**src/rtl/data_addr_gen_pkg.sv**
```systemverilog
// Shared definitions for the data address generator: register class codes
// and default address/data widths.
// Latency: n/a (definitions only). Backpressure: n/a.
package data_addr_gen_pkg;

    localparam int DEF_DMA_SIZE = 16;
    localparam int DEF_DMD_SIZE = 16;

    // Upper two bits of the ureg address select the register class.
    typedef enum logic [1:0] {
        CLS_I = 2'b00,
        CLS_M = 2'b01,
        CLS_L = 2'b10,
        CLS_B = 2'b11
    } reg_class_t;

endpackage

```
**src/rtl/dag_circ_modify.sv**
```systemverilog
// Circular-buffer index update: next = I + mod, folded back into [B, B+L)
// by a single correction when L is non-zero.
// Latency: purely combinational. Backpressure: none.
// Ports: i (index), mod (two's complement modifier), l (length), b (base),
//        next_i (updated index).
module dag_circ_modify #(
    parameter int W = 16
) (
    input  logic [W-1:0] i,
    input  logic [W-1:0] mod,
    input  logic [W-1:0] l,
    input  logic [W-1:0] b,
    output logic [W-1:0] next_i
);

    logic [W-1:0] sum;
    logic [W:0]   sum_x;
    logic [W:0]   lim;
    logic [W:0]   base_x;

    assign sum    = i + mod;
    // One extra bit so B+L near the top of the address space cannot wrap.
    assign sum_x  = {1'b0, sum};
    assign base_x = {1'b0, b};
    assign lim    = {1'b0, b} + {1'b0, l};

    always_comb begin
        next_i = sum;
        if (l != '0) begin
            if (!mod[W-1] && (sum_x >= lim)) begin
                next_i = sum - l;
            end else if (mod[W-1] && (sum_x < base_x)) begin
                next_i = sum + l;
            end
        end
    end

endmodule

```
**src/rtl/data_addr_gen.sv**
```systemverilog
// Data memory address generator with I/M/L/B register file, pre/post-modify
// addressing, circular buffers and a ureg read/write port.
// Latency: access address is combinational; ureg read data is 1 cycle.
// Backpressure: none, an access or ureg op is accepted on every cycle.
// Ports: clk, reset (async active-low); ps_dg_* access and ureg controls;
//        bc_dg_dt write data; dg_dm_add memory address; dg_bc_dt read data.
module data_addr_gen
    import data_addr_gen_pkg::*;
#(
    parameter int DMA_SIZE = DEF_DMA_SIZE,
    parameter int DMD_SIZE = DEF_DMD_SIZE
) (
    input  logic                clk,
    input  logic                reset,
    input  logic                ps_dg_en,
    input  logic                ps_dg_pre,
    input  logic [1:0]          ps_dg_isel,
    input  logic [1:0]          ps_dg_msel,
    input  logic                ps_dg_imm_en,
    input  logic [DMA_SIZE-1:0] ps_dg_imm,
    input  logic                ps_dg_wrt_en,
    input  logic [3:0]          ps_dg_ureg_add,
    input  logic [DMD_SIZE-1:0] bc_dg_dt,
    input  logic                ps_dg_rd_en,
    output logic [DMA_SIZE-1:0] dg_dm_add,
    output logic [DMD_SIZE-1:0] dg_bc_dt
);

    logic [DMA_SIZE-1:0] ir [4];
    logic [DMA_SIZE-1:0] mr [4];
    logic [DMA_SIZE-1:0] lr [4];
    logic [DMA_SIZE-1:0] br [4];
    logic [DMA_SIZE-1:0] addr_q;

    logic [DMA_SIZE-1:0] cur_i;
    logic [DMA_SIZE-1:0] mod;
    logic [DMA_SIZE-1:0] next_i;
    logic [DMA_SIZE-1:0] acc_add;
    logic [DMA_SIZE-1:0] wr_val;
    logic [DMA_SIZE-1:0] rd_val;
    reg_class_t          ureg_cls;
    logic [1:0]          ureg_idx;

    assign ureg_cls = reg_class_t'(ps_dg_ureg_add[3:2]);
    assign ureg_idx = ps_dg_ureg_add[1:0];
    assign wr_val   = bc_dg_dt[DMA_SIZE-1:0];

    assign cur_i   = ir[ps_dg_isel];
    assign mod     = ps_dg_imm_en ? ps_dg_imm : mr[ps_dg_msel];
    // Pre-modify is a plain modular add; circular folding applies only to
    // the post-modify writeback.
    assign acc_add = ps_dg_pre ? (cur_i + mod) : cur_i;

    dag_circ_modify #(.W(DMA_SIZE)) u_circ (
        .i      (cur_i),
        .mod    (mod),
        .l      (lr[ps_dg_isel]),
        .b      (br[ps_dg_isel]),
        .next_i (next_i)
    );

    // Forced to zero while reset is low so the memory never sees a stale
    // combinational address during reset.
    assign dg_dm_add = !reset ? '0 : (ps_dg_en ? acc_add : addr_q);

    always_comb begin
        rd_val = '0;
        case (ureg_cls)
            CLS_I:   rd_val = ir[ureg_idx];
            CLS_M:   rd_val = mr[ureg_idx];
            CLS_L:   rd_val = lr[ureg_idx];
            CLS_B:   rd_val = br[ureg_idx];
            default: rd_val = '0;
        endcase
    end

    always_ff @(posedge clk or negedge reset) begin
        if (!reset) begin
            for (int k = 0; k < 4; k++) begin
                ir[k] <= '0;
                mr[k] <= '0;
                lr[k] <= '0;
                br[k] <= '0;
            end
            addr_q   <= '0;
            dg_bc_dt <= '0;
        end else begin
            if (ps_dg_en) begin
                addr_q <= acc_add;
            end
            if (ps_dg_en && !ps_dg_pre) begin
                ir[ps_dg_isel] <= next_i;
            end
            // Placed after the post-modify update so a ureg write to the same
            // I register takes precedence.
            if (ps_dg_wrt_en) begin
                case (ureg_cls)
                    CLS_I: ir[ureg_idx] <= wr_val;
                    CLS_M: mr[ureg_idx] <= wr_val;
                    CLS_L: lr[ureg_idx] <= wr_val;
                    CLS_B: begin
                        br[ureg_idx] <= wr_val;
                        ir[ureg_idx] <= wr_val;
                    end
                    default: ;
                endcase
            end
            if (ps_dg_rd_en) begin
                dg_bc_dt <= DMD_SIZE'(rd_val);
            end
        end
    end

endmodule

```
**config.mk**
```make
export PLATFORM = sky130hd
export DESIGN_NAME = data_addr_gen
export DESIGN_NICKNAME = d
export VERILOG_FILES = /design/src/rtl/data_addr_gen_pkg.sv /design/src/rtl/dag_circ_modify.sv /design/src/rtl/data_addr_gen.sv
export SDC_FILE = /design/constraint.sdc
export NUM_CORES = 1
export LEC_CHECK = 0
export ABC_AREA = 1
export BUFFER_PORTS_ARGS = -buffer_cell sky130_fd_sc_hd__buf_2
export CORE_MARGIN = 3
export CORE_UTILIZATION = 45
export CTS_CLUSTER_DIAMETER = 40
export CTS_CLUSTER_SIZE = 25
export DETAILED_ROUTE_END_ITERATION = 8
export PLACE_DENSITY_LB_ADDON = 0.15
export SLEW_MARGIN = 20
export SYNTH_ARGS = -nofsm -noshare
export SYNTH_HDL_FRONTEND = slang
export SYNTH_SLANG_ARGS = --single-unit
```
**constraint.sdc**
```tcl
create_clock -name clk -period 4.1 [get_ports clk]
set_clock_uncertainty 0.1 [all_clocks]
set_input_delay 0.41 -clock clk [delete_from_list [all_inputs] [get_ports clk]]
set_output_delay 0.41 -clock clk [all_outputs]
set_load 0.01 [all_outputs]
```
==> results of run 1 <==
[through the flow]
stage	util [%]	power, W
detailed placement	58.0	0.0177
global placement	58.0	0.0176
floorplan	-	0.0106
CTS	64.3	0.0235
finish	66.3	0.0249
global route	66.3	0.0263
[worst paths after layout]
| check | to | startpoint | cells past startpoint |
|---|---|---|---|
| setup / recovery | ir[42] | mr[16] | 25 |
| hold / removal | lr[6] | bc_dg_dt[6] | 3 |
| setup reg to reg | ir[42] | mr[16] | 25 |
| hold reg to reg | lr[29] | lr[29] | 2 |
| max in group asynchronous | ir[47] | reset | 3 |
| min in group asynchronous | br[5] | reset | 2 |
[cell type report]
type	instances	area share, %
multi-input cells	1930	42.2
diodes	1	0.00890
clock buffers	62	4.90
flip-flops and latches	288	25.6
well taps	577	2.57
repair buffers	699	18.7
inverters	316	4.30
clock inverters	33	1.67
[registers in the layout (all words and copies together) (netlist names)]
| name | cells |
|---|---|
| ir | 64 |
| mr | 64 |
| dg_bc_dt | 16 |
| lr | 64 |
| br | 64 |
| addr_q | 16 |
[power by group]
group          total [W]  switching (W)  internal [W]
logic             0.0162        0.00893       0.00726
clock network    0.00457        0.00168       0.00288
registers        0.00415       0.000475       0.00367
total             0.0249         0.0111        0.0138
[cell families after synthesis]
family	count (synthesis)	share of synthesized area, %
AND/OR/NAND/NOR	1056	22.7
AO/OA/AOI/OAI	730	22.6
buffers and inverters	469	9.49
flip-flops	288	36.9
adder cells (fa/ha/maj)	96	6.30
XOR/XNOR	45	2.02
[cells in the final DEF (no fill, tap or decap), drive strengths merged, types with 2 or more instances in the layout]
| master | netlist | routed |
|---|---|---|
| or2 | 2 | 2 |
| xor2 | 28 | 28 |
| ha | 92 | 92 |
| inv | 313 | 319 |
| nand3 | 133 | 133 |
| fa | 4 | 4 |
| a21o | 5 | 5 |
| a21oi | 201 | 201 |
| o22a | 2 | 2 |
| nor3 | 9 | 9 |
| o2bb2ai | 5 | 5 |
| bufinv | 0 | 7 |
| nand2 | 670 | 672 |
| buf | 31 | 697 |
| clkinv | 3 | 16 |
| o21bai | 6 | 6 |
| o21a | 9 | 9 |
| dfrtp | 288 | 288 |
| nand4 | 27 | 27 |
| nor4 | 3 | 3 |
| o21ai | 257 | 257 |
| a21boi | 5 | 5 |
| a31oi | 18 | 18 |
| o221ai | 51 | 51 |
| nor2 | 204 | 205 |
| a211oi | 11 | 11 |
| nand3b | 5 | 5 |
| o211ai | 13 | 13 |
| clkbuf | 122 | 63 |
| a22oi | 71 | 71 |
| o22ai | 26 | 26 |
| xnor2 | 17 | 17 |
| a22o | 3 | 3 |
| o2111ai | 9 | 9 |
| o31ai | 11 | 11 |
| clkinvlp | 0 | 7 |
| a221oi | 25 | 25 |
[critical path, delay by kind of cell, from the launching register on]
| kind | cells | cell delay, ns |
|---|---|---|
| simple gates | 9 | 1.02 |
| buf+inv | 6 | 0.80 |
| fa+ha+maj | 3 | 0.79 |
| flops | 1 | 0.38 |
| xor+xnor | 2 | 0.43 |
| compound gates | 5 | 0.93 |
[what timing repair did]
| item | 4_1_cts | 5_1_grt |
|---|---|---|
| setup endpoints to repair | 71 | 71 |
| setup buffers | 22 | 21 |
| pin swaps | 62 | 63 |
| cloned | 3 | 1 |
| endpoints found under the hold margin | 48 | 0 |
| resized for setup | 137 | 161 |
| hold buffers | 1 | 0 |
[layer usage]
layer  vias to the layer above  GRT usage (%)
li1                      10267              -
met1                     10781           48.0
met2                      1204           58.1
met3                       288           9.75
met4                         2           23.8
met5                         -              0
==> flow_summary.toml, run 1 <==
[status]
status = "finished with violations"
violations = "setup timing"

[placement]
gp_congestion = 1.04
placed_cells = 3765
pre_cts_slack_ns = -1.30
portBuffers = 78
place_area_um2 = 24600
dp_hpwl_mm = 64.1

[synthesis]
ys_ff_latch = 288
yosysWarningCount = 0
netlist.top_cell.by_area = "dfrtp_1"
avgSynthCellArea_um2 = 7.28
synth-edff-count = 0
synthTopCellsByArea = "dfrtp_1, nand2_1, o21ai_0"
synth_area_um2 = 19500
ys.flop_type = "dfrtp_1"
synth_most_common_cell = "nand2_1"
synthArstFlopShare_pct = 100
ys_types = 57
yosys-top-cells-count = "nand2_1, inv_1, dfrtp_1"
synth.net_count = 2827
synth_cells = 2684
yosysTopAreaCellShare_pct = 36.9
synth_seq_area_share_pct = 36.9

[floorplanning]
core_um2 = 42400
io_pins = 79
start_util_pct = 46.1
dieArea_um2 = 45900
die_w_um = 214
row_count = 75
die_y_um = 214

[timing]
maxSlewViolCount = 0
setup_viol = 64
slew_headroom_pct = 15.4
tightest_slew_ns = 1.27
grt_setup_unrepaired = "true"
whs_ns = 0.0646
min_period_ns = 4.56
min_period_over_period_pct = 111
hold_viol_final = 0
setup_ws_ns = -0.457
fin_setup_tns_ns = -25.91
timing.fmax_ghz = 0.219

[finish]
multi_input_area_um2 = 11900
fin_area_um2 = 28100
fillCellCount = 3706
fin_cells = 3906
area_growth_pct = 43.9
regArea_um2 = 7210
drive_gt1_share_pct = 32.2
design.final.nets = 3430

[drt]
wl_met1_mm = 35.4
ant_nets = 0
first_pass_iters = 6
drc = 0
dr_wl_met3_mm = 9.01
top_layer = "met5"
routed_wl_mm = 90.0
vias = 22542
first_iter_violations = 2400
vias_per_cell = 5.77
wl_met2_mm = 38.8
wl_per_cell_um = 23.0

[power_and_ir_drop]
cellPowerDensity_nw_per_um2 = 886
ir_worst_vdd_mv = 0.445
p_leak_nw = 13.8

[clock_network]
clkLatencyLatePin_ns = 0.64
clockBufferDepth = 3
root_buffer = "clkbuf_16"
clkTransAtPathRegs_ns = 0.06
numCtsBuffers = 52
clock_sinks = 288
cts_tree = "done"
cts-htree-levels = 2

[worst_setup_path]
start_kind = "flop"
cp.required_ns = 4.52
critPathArrivalTime_ns = 4.97
reg2reg_slack_ns = -0.46
cp_max_fo = 4
crit_path_end_kind = "flop"
cp_slowest_stage_delay_ns = 0.38
cp_slowest_cell = "dfrtp_1"
worst-setup-path-type = "reg2reg"

[global_routing]
grt_max_degree = 181
grt_pass1_vias = 22114
grt_pass1_wl_mm = 133
overflow = 0
grt_usage_pct = 37.9
antenna_found_initial = 4

[worst_hold_path]
hold_path_class = "in2reg"

[run]
drv_cap = 0
No activity file was read; power rests on OpenSTA's default activity.
==> inputs of run 2 (changes only) <==
clock period = 4.95 ns   (was 4.1 ns; I/O delays follow)
==> flow_summary.toml, run 2 (synthesis results as in run 1) <==
[drt]
ant_nets = 0
wl_met1_mm = 34.8
drc = 0
first_iter_violations = 2342
vias_per_cell = 5.88
wl_met2_mm = 38.4
wl_per_cell_um = 23.9
dr_wl_met3_mm = 9.36
first_pass_iters = 7
vias = 21638
top_layer = "met5"
routed_wl_mm = 88.2

[power_and_ir_drop]
cellPowerDensity_nw_per_um2 = 724
ir_worst_vdd_mv = 0.428
p_leak_nw = 12.4
finalPower_w = 0.0184

[global_routing]
overflow = 0
grt_pass1_vias = 20549
grt_usage_pct = 37.1
grt_pass1_wl_mm = 129
grt_max_degree = 107
antenna_found_initial = 7

[clock_network]
numCtsBuffers = 45
cts_tree = "done"
clock_sinks = 288
root_buffer = "clkbuf_16"
clkLatencyLatePin_ns = 0.59
clkTransAtPathRegs_ns = 0.05
cts-htree-levels = 2
clockBufferDepth = 3

[worst_setup_path]
reg2reg_from = "lr[48]"
start_kind = "input pin"
crit_path_end_kind = "flop"
worst-setup-path-type = "in2reg"
crit_start = "ps_dg_imm_en"
critPathMostFrequentCell = "nand2_1"
cp_slowest_cell = "ha_4"
cp_slowest_stage_delay_ns = 0.30
cp.required_ns = 5.35
critPathArrivalTime_ns = 5.10
cp_max_fo = 7

[timing]
maxSlewViolCount = 0
min_period_over_period_pct = 95.0
hold_viol_final = 0
slew_headroom_pct = 27.7
timing.fmax_ghz = 0.213
tightest_slew_ns = 1.08
fin_setup_tns_ns = 0
min_period_ns = 4.70
setup_viol = 0

[floorplanning]
row_count = 75
io_pins = 79
start_util_pct = 46.1
die_w_um = 214
core_um2 = 42400
die_y_um = 214
dieArea_um2 = 45900

[placement]
gp_congestion = 1.06
placed_cells = 3577
dp_hpwl_mm = 65.6
portBuffers = 78

[finish]
design.final.nets = 3212
drive_gt1_share_pct = 22.9
area_growth_pct = 30.0
layout.cells.most_common = "nand2_1"
fin_cells = 3683
final_cell_mix = "nand2_1, buf_4, inv_1"

[status]
status = "completed"

[worst_hold_path]
hold_path_class = "in2reg"
holdCritStartpoint = "ps_dg_rd_en"

[run]
drv_cap = 0
run 2: cell types whose count changed in the layout (fill, tap and decap cells not counted), moves of 15 or more:
| cell | before | now |
|---|---|---|
| buf_6 | 19 | 2 |
| ha_4 | 23 | 8 |
| a21oi_2 | 47 | 19 |
| a21oi_1 | 151 | 182 |
| nand2_2 | 46 | 20 |
| buf_4 | 592 | 398 |
| nand3_2 | 49 | 26 |
| nand3_1 | 76 | 106 |
| nand2_1 | 607 | 638 |
| ha_1 | 67 | 83 |
run 2: where the power goes:
| part | internal (W) | switching, W |
|---|---|---|
| Clock | 0.00199 | 0.00123 |
| Combinational | 0.00490 | 0.00671 |
| Sequential | 0.00304 | 0.000508 |
run 2: path summary, 6_finish.rpt:
check	end	slack [ns]	depth (start not counted)
setup / recovery	ir[53]	0.25	31
hold / removal	dg_bc_dt[15]	0.17	3
setup reg to reg	ir[19]	0.26	27
hold reg to reg	mr[41]	0.38	2
max in group asynchronous	ir[54]	3.00	3
min in group asynchronous	mr[46]	0.30	2
run 2: cell type report:
cell class | count | area, µm²
fillers | 4082 | 17000
well taps | 577 | 722
clock buffers | 59 | 1280
clock inverters | 22 | 262
repair buffers | 489 | 3650
diodes | 3 | 7.51
inverters | 316 | 1200
multi-input cells | 1929 | 11100
flip-flops and latches | 288 | 7210
run 2: through the flow:
step                      utilization [%]  area, µm²  worst slack [ns]  hold WS, ns
after CTS                            58.3      24700            0.0143        0.146
after global placement               54.5      23100            -0.596        0.327
after floorplan                         -      19500            0.0291       0.0994
final                                59.9      25400             0.245        0.169
after global routing                 59.9      25400           -0.0321        0.189
after detailed placement             54.5      23100            -0.647        0.328
run 2: layer usage:
layer	global-route usage [%]	vias up
met5	0	-
met4	18.3	6
met3	8.83	257
met2	57.6	1234
met1	48.6	10321
li1	-	9820
run 2: critical path: cells and delay by family:
kind | cells | cell delay [ns]
compound gates | 3 | 0.35
xor+xnor | 1 | 0.16
fa+ha+maj | 2 | 0.59
buf+inv | 7 | 1.22
simple gates | 18 | 2.25
run 2: what timing repair did:
| item | 4_1_cts | 5_1_grt |
|---|---|---|
| gates resized for setup | 12 | 105 |
| pin swaps | 1 | 33 |
| setup buffers | 0 | 20 |
| hold buffers | 1 | 0 |
| hold endpoints to repair | 47 | 0 |
| cloned | 0 | 2 |
| endpoints found under the setup margin | 64 | 64 |
